File: src/rtl/spi_bridge.sv
// SPI mode-0 slave to register-bus bridge: 16-bit frames (command byte, data byte)
// oversampled in the clk domain and turned into single-cycle read/write strobes.
module spi_bridge #(
    parameter int unsigned SYNC_STAGES = 2
) (
    input  logic       clk,
    input  logic       rst_n,
    input  logic       sclk,
    input  logic       cs_n,
    input  logic       mosi,
    output logic       miso,
    output logic       read,
    output logic       write,
    output logic [5:0] addr,
    output logic [7:0] data_write,
    input  logic [7:0] data_read,
    output logic       frame_err
);

    typedef enum logic [1:0] {IDLE, CMD, DATA} state_e;

    state_e state_q, state_d;

    logic [SYNC_STAGES-1:0] sclk_sync_q, cs_sync_q, mosi_sync_q;
    logic                   sclk_dly_q, cs_dly_q;
    logic                   sclk_s, cs_s, mosi_s;
    logic                   sclk_rise, sclk_fall, cs_rise, cs_fall;

    logic [3:0] cnt_q, cnt_d;
    logic [7:0] rx_q, rx_d, tx_q, tx_d;
    logic [7:0] rx_shift;
    logic       is_wr_q, is_wr_d;
    logic [5:0] addr_q, addr_d;
    logic [7:0] data_write_q, data_write_d;
    logic       miso_q, miso_d;
    logic       read_q, read_d, write_q, write_d, frame_err_q, frame_err_d;
    logic       ld1_q, ld1_d, ld2_q, ld2_d;
    logic       frame_done;

    // Equal-depth synchronizers keep sclk, cs_n and mosi aligned at detection.
    always_ff @(posedge clk or negedge rst_n) begin
        if (!rst_n) begin
            sclk_sync_q <= '0;
            cs_sync_q   <= '1;
            mosi_sync_q <= '0;
            sclk_dly_q  <= 1'b0;
            cs_dly_q    <= 1'b1;
        end else begin
            sclk_sync_q <= {sclk_sync_q[SYNC_STAGES-2:0], sclk};
            cs_sync_q   <= {cs_sync_q[SYNC_STAGES-2:0], cs_n};
            mosi_sync_q <= {mosi_sync_q[SYNC_STAGES-2:0], mosi};
            sclk_dly_q  <= sclk_s;
            cs_dly_q    <= cs_s;
        end
    end

    assign sclk_s    = sclk_sync_q[SYNC_STAGES-1];
    assign cs_s      = cs_sync_q[SYNC_STAGES-1];
    assign mosi_s    = mosi_sync_q[SYNC_STAGES-1];
    assign sclk_rise = sclk_s & ~sclk_dly_q;
    assign sclk_fall = ~sclk_s & sclk_dly_q;
    assign cs_rise   = cs_s & ~cs_dly_q;
    assign cs_fall   = ~cs_s & cs_dly_q;
    assign rx_shift  = {rx_q[6:0], mosi_s};
    assign frame_done = (state_q == DATA) && sclk_rise && (cnt_q == 4'd15);

    always_ff @(posedge clk or negedge rst_n) begin
        if (!rst_n) state_q <= IDLE;
        else        state_q <= state_d;
    end

    always_comb begin
        state_d = state_q;
        case (state_q)
            IDLE:    if (cs_fall) state_d = CMD;
            CMD:     if (cs_rise) state_d = IDLE;
                     else if (sclk_rise && cnt_q == 4'd7) state_d = DATA;
            DATA:    if (cs_rise) state_d = IDLE;
                     else if (frame_done) state_d = CMD;
            default: state_d = IDLE;
        endcase
    end

    always_comb begin
        cnt_d        = cnt_q;
        rx_d         = rx_q;
        tx_d         = tx_q;
        is_wr_d      = is_wr_q;
        addr_d       = addr_q;
        data_write_d = data_write_q;
        miso_d       = miso_q;
        read_d       = 1'b0;
        write_d      = 1'b0;
        frame_err_d  = 1'b0;
        ld1_d        = 1'b0;
        ld2_d        = ld1_q;
        case (state_q)
            IDLE: begin
                cnt_d  = '0;
                miso_d = 1'b0;
            end
            CMD: begin
                if (sclk_rise) begin
                    rx_d  = rx_shift;
                    cnt_d = cnt_q + 4'd1;
                    if (cnt_q == 4'd7) begin
                        is_wr_d = rx_shift[7];
                        addr_d  = rx_shift[5:0];
                        read_d  = ~rx_shift[7];
                        ld1_d   = 1'b1;
                    end
                end
            end
            DATA: begin
                if (sclk_rise) begin
                    rx_d  = rx_shift;
                    cnt_d = cnt_q + 4'd1;
                    if (cnt_q == 4'd15) begin
                        write_d = is_wr_q;
                        if (is_wr_q) data_write_d = rx_shift;
                    end
                end
                if (sclk_fall) begin
                    miso_d = tx_q[7];
                    tx_d   = {tx_q[6:0], 1'b0};
                end
            end
            default: ;
        endcase
        // Register data arrives two cycles after the command byte completes.
        if (ld2_q) tx_d = is_wr_q ? '0 : data_read;
        // A completing 16th rise wins over a coincident cs_n rise.
        if (cs_rise) begin
            miso_d = 1'b0;
            cnt_d  = '0;
            if (!frame_done) begin
                frame_err_d = (cnt_q != 4'd0);
                read_d      = 1'b0;
                ld1_d       = 1'b0;
                addr_d      = addr_q;
                is_wr_d     = is_wr_q;
            end
        end
    end

    always_ff @(posedge clk or negedge rst_n) begin
        if (!rst_n) begin
            cnt_q        <= '0;
            rx_q         <= '0;
            tx_q         <= '0;
            is_wr_q      <= 1'b0;
            addr_q       <= '0;
            data_write_q <= '0;
            miso_q       <= 1'b0;
            read_q       <= 1'b0;
            write_q      <= 1'b0;
            frame_err_q  <= 1'b0;
            ld1_q        <= 1'b0;
            ld2_q        <= 1'b0;
        end else begin
            cnt_q        <= cnt_d;
            rx_q         <= rx_d;
            tx_q         <= tx_d;
            is_wr_q      <= is_wr_d;
            addr_q       <= addr_d;
            data_write_q <= data_write_d;
            miso_q       <= miso_d;
            read_q       <= read_d;
            write_q      <= write_d;
            frame_err_q  <= frame_err_d;
            ld1_q        <= ld1_d;
            ld2_q        <= ld2_d;
        end
    end

    assign miso       = miso_q & ~cs_s;
    assign read       = read_q;
    assign write      = write_q;
    assign addr       = addr_q;
    assign data_write = data_write_q;
    assign frame_err  = frame_err_q;

endmodule
File: config.mk
export PLATFORM = sky130hd
export DESIGN_NAME = spi_bridge
export DESIGN_NICKNAME = d
export VERILOG_FILES = /design/src/rtl/spi_bridge.sv
export SDC_FILE = /design/constraint.sdc
export NUM_CORES = 1
export LEC_CHECK = 0
export ABC_CLOCK_PERIOD_IN_PS = 2320
export BUFFER_PORTS_ARGS = -buffer_cell sky130_fd_sc_hd__buf_4
export CORE_ASPECT_RATIO = 0.75
export CORE_UTILIZATION = 55
export DETAILED_ROUTE_END_ITERATION = 6
export PLACE_DENSITY = 0.77
export SLEW_MARGIN = 20
export SYNTH_ARGS = -nofsm -noshare
export SYNTH_HDL_FRONTEND = slang
export SYNTH_SLANG_ARGS = --single-unit
File: constraint.sdc
create_clock -name clk -period 2.32 [get_ports clk]
set_clock_uncertainty 0.15 [all_clocks]
set_input_delay 0.116 -clock clk [delete_from_list [all_inputs] [get_ports clk]]
set_output_delay 0.116 -clock clk [all_outputs]
set_load 0.005 [all_outputs]
## Word-level counts from Yosys, hierarchy flattened

Index checks and enable logic that the tools add are counted.

| storage, ports and cells | value |
|---|---|
| logic and storage cells | 96 |
| flip-flop bits (word level) | 50 |
| output and inout bits | 18 |
| bits of input ports | 13 |

| operators by class | value |
|---|---|
| add/subtract/negate cells | 1 |
| equal/unequal tests | 10 |
| reductions and logical operators | 16 |
| mux-type cells | 41 |
| bitwise logic cells | 10 |

Operators with widths:

| kind | count |
|---|---|
| 8-bit two-way mux | 4 |
| 6-bit two-way mux | 5 |
| 1-bit two-way mux | 22 |
| 2-bit two-way mux | 5 |
| 3-bit inequality test (second input constant) | 3 |
| 4-bit two-way mux | 2 |
| 4-bit one-hot mux with 2 select lines | 1 |
| 2-bit AND reduction | 4 |
| 2-bit one-hot mux with 3 select lines | 1 |
| 3-bit nonzero test | 2 |
| 1-bit bitwise AND | 5 |
| 1-bit inverter | 5 |
| 4-bit by 1-bit adder with 4-bit output (second input constant) | 1 |
| 4-bit by 3-bit == test with 1-bit output (second input constant) | 1 |
| 4-bit == test (second input constant) | 1 |
| 4-bit AND reduction | 1 |
| 2-bit nonzero test | 2 |
| 4-bit nonzero test | 1 |
| 1-bit logical AND | 3 |
| 3-bit by 1-bit inequality test with 1-bit output (second input constant) | 1 |
| 3-bit AND reduction | 1 |
| 2-bit by 1-bit == test with 1-bit output (second input constant) | 1 |
| 2-bit == test (second input constant) | 1 |
| 2-bit logical NOT | 1 |
| 4 further kinds | 4 |

## Logic depth before layout (Yosys ltp)

| logic depth | value |
|---|---|
| depth after elaboration | 7 |
| gate-level depth with buffers | 8 |
| gate-level depth less buffers | 6 |

## Worst setup path after synthesis

No wires, ideal clock.

| timing path | value |
|---|---|
| kind | register -> register |
| start | register state_q[1] |
| end | register rx_q[2] |
| arrival time | 1610 ps |
| stages on the path, launching flop included | 7 |
| required time | 2045 ps |
| library setup time | 125 ps |
| clock period less this slack | 1885 ps |
| path buffers | 2 |
| setup slack | 435 ps |
| cells stage by stage | dfrtp_1 > inv_1 > ha_1 > and3b_1 > clkbuf_1 > buf_2 > mux2_2 |

| on the way | value |
|---|---|
| cells in the longest elaborated chain, start to end | 3 |
| elaborated cells between the ends (all ways) | 4 |
| those cells by class | eq/ne (2); reduce/logical (2) |

RTL lines:

| item | line | source |
|---|---|---|
| start, declared | 22 | `state_e state_q, state_d;` |
| start signal, assigned | 69 | `else state_q <= state_d;` |
| 2-bit == test / 2-bit by 1-bit == test with 1-bit output (equally long branches) | 97 | `case (state_q)` |
| 2-bit OR reduction (no line) (*) | - |  |
| 2-bit AND reduction (no line) (*) | - |  |
| end signal, assigned | 162 | `rx_q <= rx_d;` |
| end, declared | 30 | `logic [7:0] rx_q, rx_d, tx_q, tx_d;` |

Mark *: on every way between the ends. The rest lies on a longest branch, timed or not.
A chain may end at the register's enable or synchronous reset.

## Worst setup path in the final report

| timing path | value |
|---|---|
| start | register cnt_q[0] |
| end | register data_write_q[1] (netlist: data_write[1]) |

| on the way | value |
|---|---|
| cells in the longest elaborated chain, start to end | 2 |

RTL lines:

| item | line | source |
|---|---|---|
| start, declared | 29 | `logic [3:0] cnt_q, cnt_d;` |
| start signal, assigned | 161 | `cnt_q <= cnt_d;` |
| 4-bit == test | 118 | `if (cnt_q == 4'd15) begin` |
| 4-bit AND reduction (no line) | - |  |
| end signal, assigned | 166 | `data_write_q <= data_write_d;` |
| end, declared | 34 | `logic [7:0] data_write_q, data_write_d;` |

Every way passes these cells.

==> results.yml <==
sta:
  worst_hold_slack_ns: 0.0123
  rsz0062_at_grt: "no"
  final-max-slew-violation-count: 0
  transition_at_the_pin_with_the_smallest_max_transition_slack_ns: 0.595
  fmax_mhz: 487
  final.setup.tns_ns: 0
  fin_crit_ns: 2.05
  hold_viol: 0
  fin_crit_share_pct: 88.4
  max_slew_margin_pct: 60.4
  setup_viol_count_final: 0
floorplanning:
  die-height_um: 55.4
  die_width_um: 73.2
  start_util_pct: 60.6
  ioPinCount: 31
  floorplan.die_area_um2: 4050
  rows: 18
  placeableCoreArea_um2: 3450
power:
  p_int_w: 0.00164
  power.density_nw_per_um2: 920
  combinationalPowerShare_pct: 25.3
  p_sw_w: 0.000735
  fraction_of_power_consumed_by_the_clock_network_pct: 25.5
  ir_drop_v: 0.000619
  total_power_w: 0.00238
  power.switching_fraction_pct: 30.9
  sequentialPowerShare_pct: 49.2
  static-leakage-power_nw: 1.28
routing:
  wirelength_um: 4020
  detailedRoute.firstPassIterationCount: 4
  routed-via-count: 1413
  post_drt_wl_per_cell_um: 15.3
  final_antenna_net_count: 0
  remaining_drc_errors: 0
  initialDrtViolationCount: 113
  avgViaCountPerCell: 5.37
worst_setup_path:
  crit_start: "cnt_q[0]$_DFFE_PN0P_"
  crit_path_end: "data_write[1]$_DFFE_PN0P_"
  timing.critical_path.to_type: "register"
  timing.reg2reg.setup_slack_ns: 0.27
  worst-path-max-fanout: 9
  cp.arrival_ns: 2.10
  rr_startpoint: "cnt_q[0]$_DFFE_PN0P_"
  worst_r2r_path_cells: 4
  start_kind: "register"
  critical_path_required_ns: 2.36
  setup.worst_path.class: "register to register"
  timing.rr.end: "data_write[1]$_DFFE_PN0P_"
synthesis:
  synth.net_count: 188
  synth_area_per_cell_um2: 12.4
  synth_top_area_cell: "dfrtp_1"
  ys_top_cells_by_area: "dfrtp_1 56%, mux2_2 13%, dfstp_2 3.8%"
  synth_cell_types: 29
  syn-instance-count: 169
  ys_warn_count: 0
  ys_seq_area_share_pct: 60.1
  synth-adder-area-share_pct: 3.59
  synth_area_um2: 2090
  synth_top_family_by_area: "multiplexers"
  synth_compound_gate_area_share_pct: 9.95
  synth_xor_xnor_area_share_pct: 0.419
  synth-simple-area-share_pct: 9.47
  seq_cells_post_synth: 50
  synth.area.mux_share_pct: 12.9
  portion_of_synthesized_cell_area_occupied_by_the_leading_cell_type_pct: 56.3
finish:
  nets: 231
  regArea_um2: 1250
  finalCoreUtilization_pct: 74.9
  multi_input_area_um2: 759
  syn2layout_area_growth_pct: 23.6
  antenna-diode-count: 0
  num-fill-cells: 231
  layout-drive-gt1-share_pct: 32.4
clock_tree:
  post_cts_resize_count: 0
  cts_setup_buffers: 0
  cts_tree: "yes"
  clock_path_buffers: 2
  clock_sink_count: 50
  cts_root_buf: "clkbuf_8"
  cts_hold_buffers: 10
  clock_insertion_delay_worst_skew_ns: 0.30
  clkSlewWorstSetupHoldPaths_ns: 0.09
  tritoncts.num_buffers: 5
  clock_tree.htree_level_count: 2
global_route:
  gr-max-usage-layer: "met2"
  grt_util_all_layers_pct: 22.4
  gr-usage-met1_pct: 30.6
  grt_start_max_net_pins: 51
  grt_antenna_before_repair: 0
  global_route.usage.met3_pct: 7.66
  grt_overflow_total: 0
  grt_first_pass_wirelength_um: 6750
  first_global_vias: 1411
  global_route.usage.met2_pct: 33.7
placement:
  portBuffers: 30
  place_hpwl_um: 2680
  routability_congestion_estimate_from_global_placement: 0.763
min_path:
  min-delay-path-class: "primary input to register"
status:
  run_status: "completed"
flow_run:
  max-cap-violations: 0
-- worst max-delay path, stage by stage (launching register included) --
cell     delay [ns]
dfrtp_1        0.40
ha_1           0.21
and4b_2        0.29
nand4_1        0.44
mux2_2         0.45
-- sequential cells by signal, summed over array words and instances (netlist names) --
name,flops
ld1_q,1
read,1
frame_err,1
cs_dly_q,1
sclk_dly_q,1
write,1
cnt_q,4
state_q,2
tx_q,8
sclk_sync_q,2
cs_sync_q,2
data_write,8
miso_q,1
mosi_sync_q,2
ld2_q,1
is_wr_q,1
addr,6
rx_q,7
-- stage by stage --
step,instance area [um2],cells,setup WS (ns)
detailed placement,2370,245,0.279
finish,2580,263,0.269
CTS,2580,263,0.268
floorplan,2090,169,0.435
global placement,2370,245,0.312
global route,2580,263,0.134
-- per-layer routing --
| metal | vias to the layer above | share of wire (%) |
|---|---|---|
| li1 | 665 | - |
| met1 | 692 | 44 |
| met2 | 46 | 51 |
| met3 | 10 | 4.3 |
| met4 | 0 | 1.3 |
| met5 | - | 0 |
-- power groups by stage --
stage / Combinational, W / Clock, W / Sequential (W)
4_1_cts: 0.000590 / 0.000620 / 0.00117
5_1_grt: 0.000672 / 0.000653 / 0.00119
3_5_place_dp: 0.000572 / 0 / 0.00118
3_3_place_gp: 0.000528 / 0 / 0.00116
6_report: 0.000600 / 0.000606 / 0.00117
2_1_floorplan: 0.000446 / 0 / 0.00113
-- synthesized netlist by cell type --
| master | number |
|---|---|
| dfstp_2 | 3 |
| nor3b_1 | 1 |
| buf_2 | 2 |
| a221oi_1 | 3 |
| a22oi_1 | 2 |
| mux2_2 | 24 |
| a211o_1 | 1 |
| a21boi_0 | 1 |
| a311oi_1 | 1 |
| and3b_1 | 1 |
| nand4_1 | 1 |
| a21oi_1 | 14 |
| a31oi_1 | 2 |
| o21ai_0 | 7 |
| nand3_1 | 1 |
| clkbuf_1 | 5 |
| nor2_1 | 9 |
| xnor2_1 | 1 |
| nand3b_1 | 1 |
| and4b_2 | 1 |
| dfrtp_1 | 47 |
| inv_1 | 12 |
| nor4b_4 | 1 |
| ha_1 | 6 |
| o22ai_1 | 1 |
| a22o_1 | 2 |
| nor2b_1 | 7 |
| nand2b_1 | 2 |
| nand2_1 | 10 |
-- layout make-up --
cell class	instances	area share [%]
inverters	12	1.75
flip-flops and latches	50	48.6
multi-input cells	100	29.4
clock buffers	6	2.81
repair buffers	43	13.5
well taps	50	2.42
clock inverters	2	1.50
-- how the worst min path moves through the flow --
stage | end | start | slack [ns] | depth (start not counted)
after floorplan | addr[0]$_DFFE_PN0P_ | rst_n | -0.33 | 0
after global placement | cnt_q[0]$_DFFE_PN0P_ | rst_n | 0.006 | 1
after detailed placement | frame_err$_DFF_PN0_ | rst_n | 0.02 | 1
after CTS | tx_q[3]$_DFFE_PN0P_ | data_read[3] | 0.01 | 3
after global routing | tx_q[3]$_DFFE_PN0P_ | data_read[3] | 0.005 | 3
final | tx_q[3]$_DFFE_PN0P_ | data_read[3] | 0.01 | 3
-- kinds of logic (layout without fill, tap and decap cells) --
group | count (synthesis) | count (layout)
compound gates | 34 | 34
xor+xnor | 1 | 1
fa+ha+maj | 6 | 6
buf+inv | 19 | 63
flops | 50 | 50
mux | 24 | 24
simple gates | 35 | 35
-- cell usage in the layout, fill, tap and decap left out, drive strengths merged, types with 2 or more instances in the layout --
cell type    synthesis  routed
inv                 12      12
buf                  2      33
nor2                 9       9
mux2                24      24
nand2b               2       2
ha                   6       6
a31oi                2       2
nor2b                7       7
dfrtp               47      47
dfstp                3       3
a21oi               14      14
clkbuf               5       6
nand2               10      10
a221oi               3       3
a22oi                2       2
a22o                 2       2
o21ai                7       7
dlygate4sd3          0      10
Power figures use the tool's default switching activity.
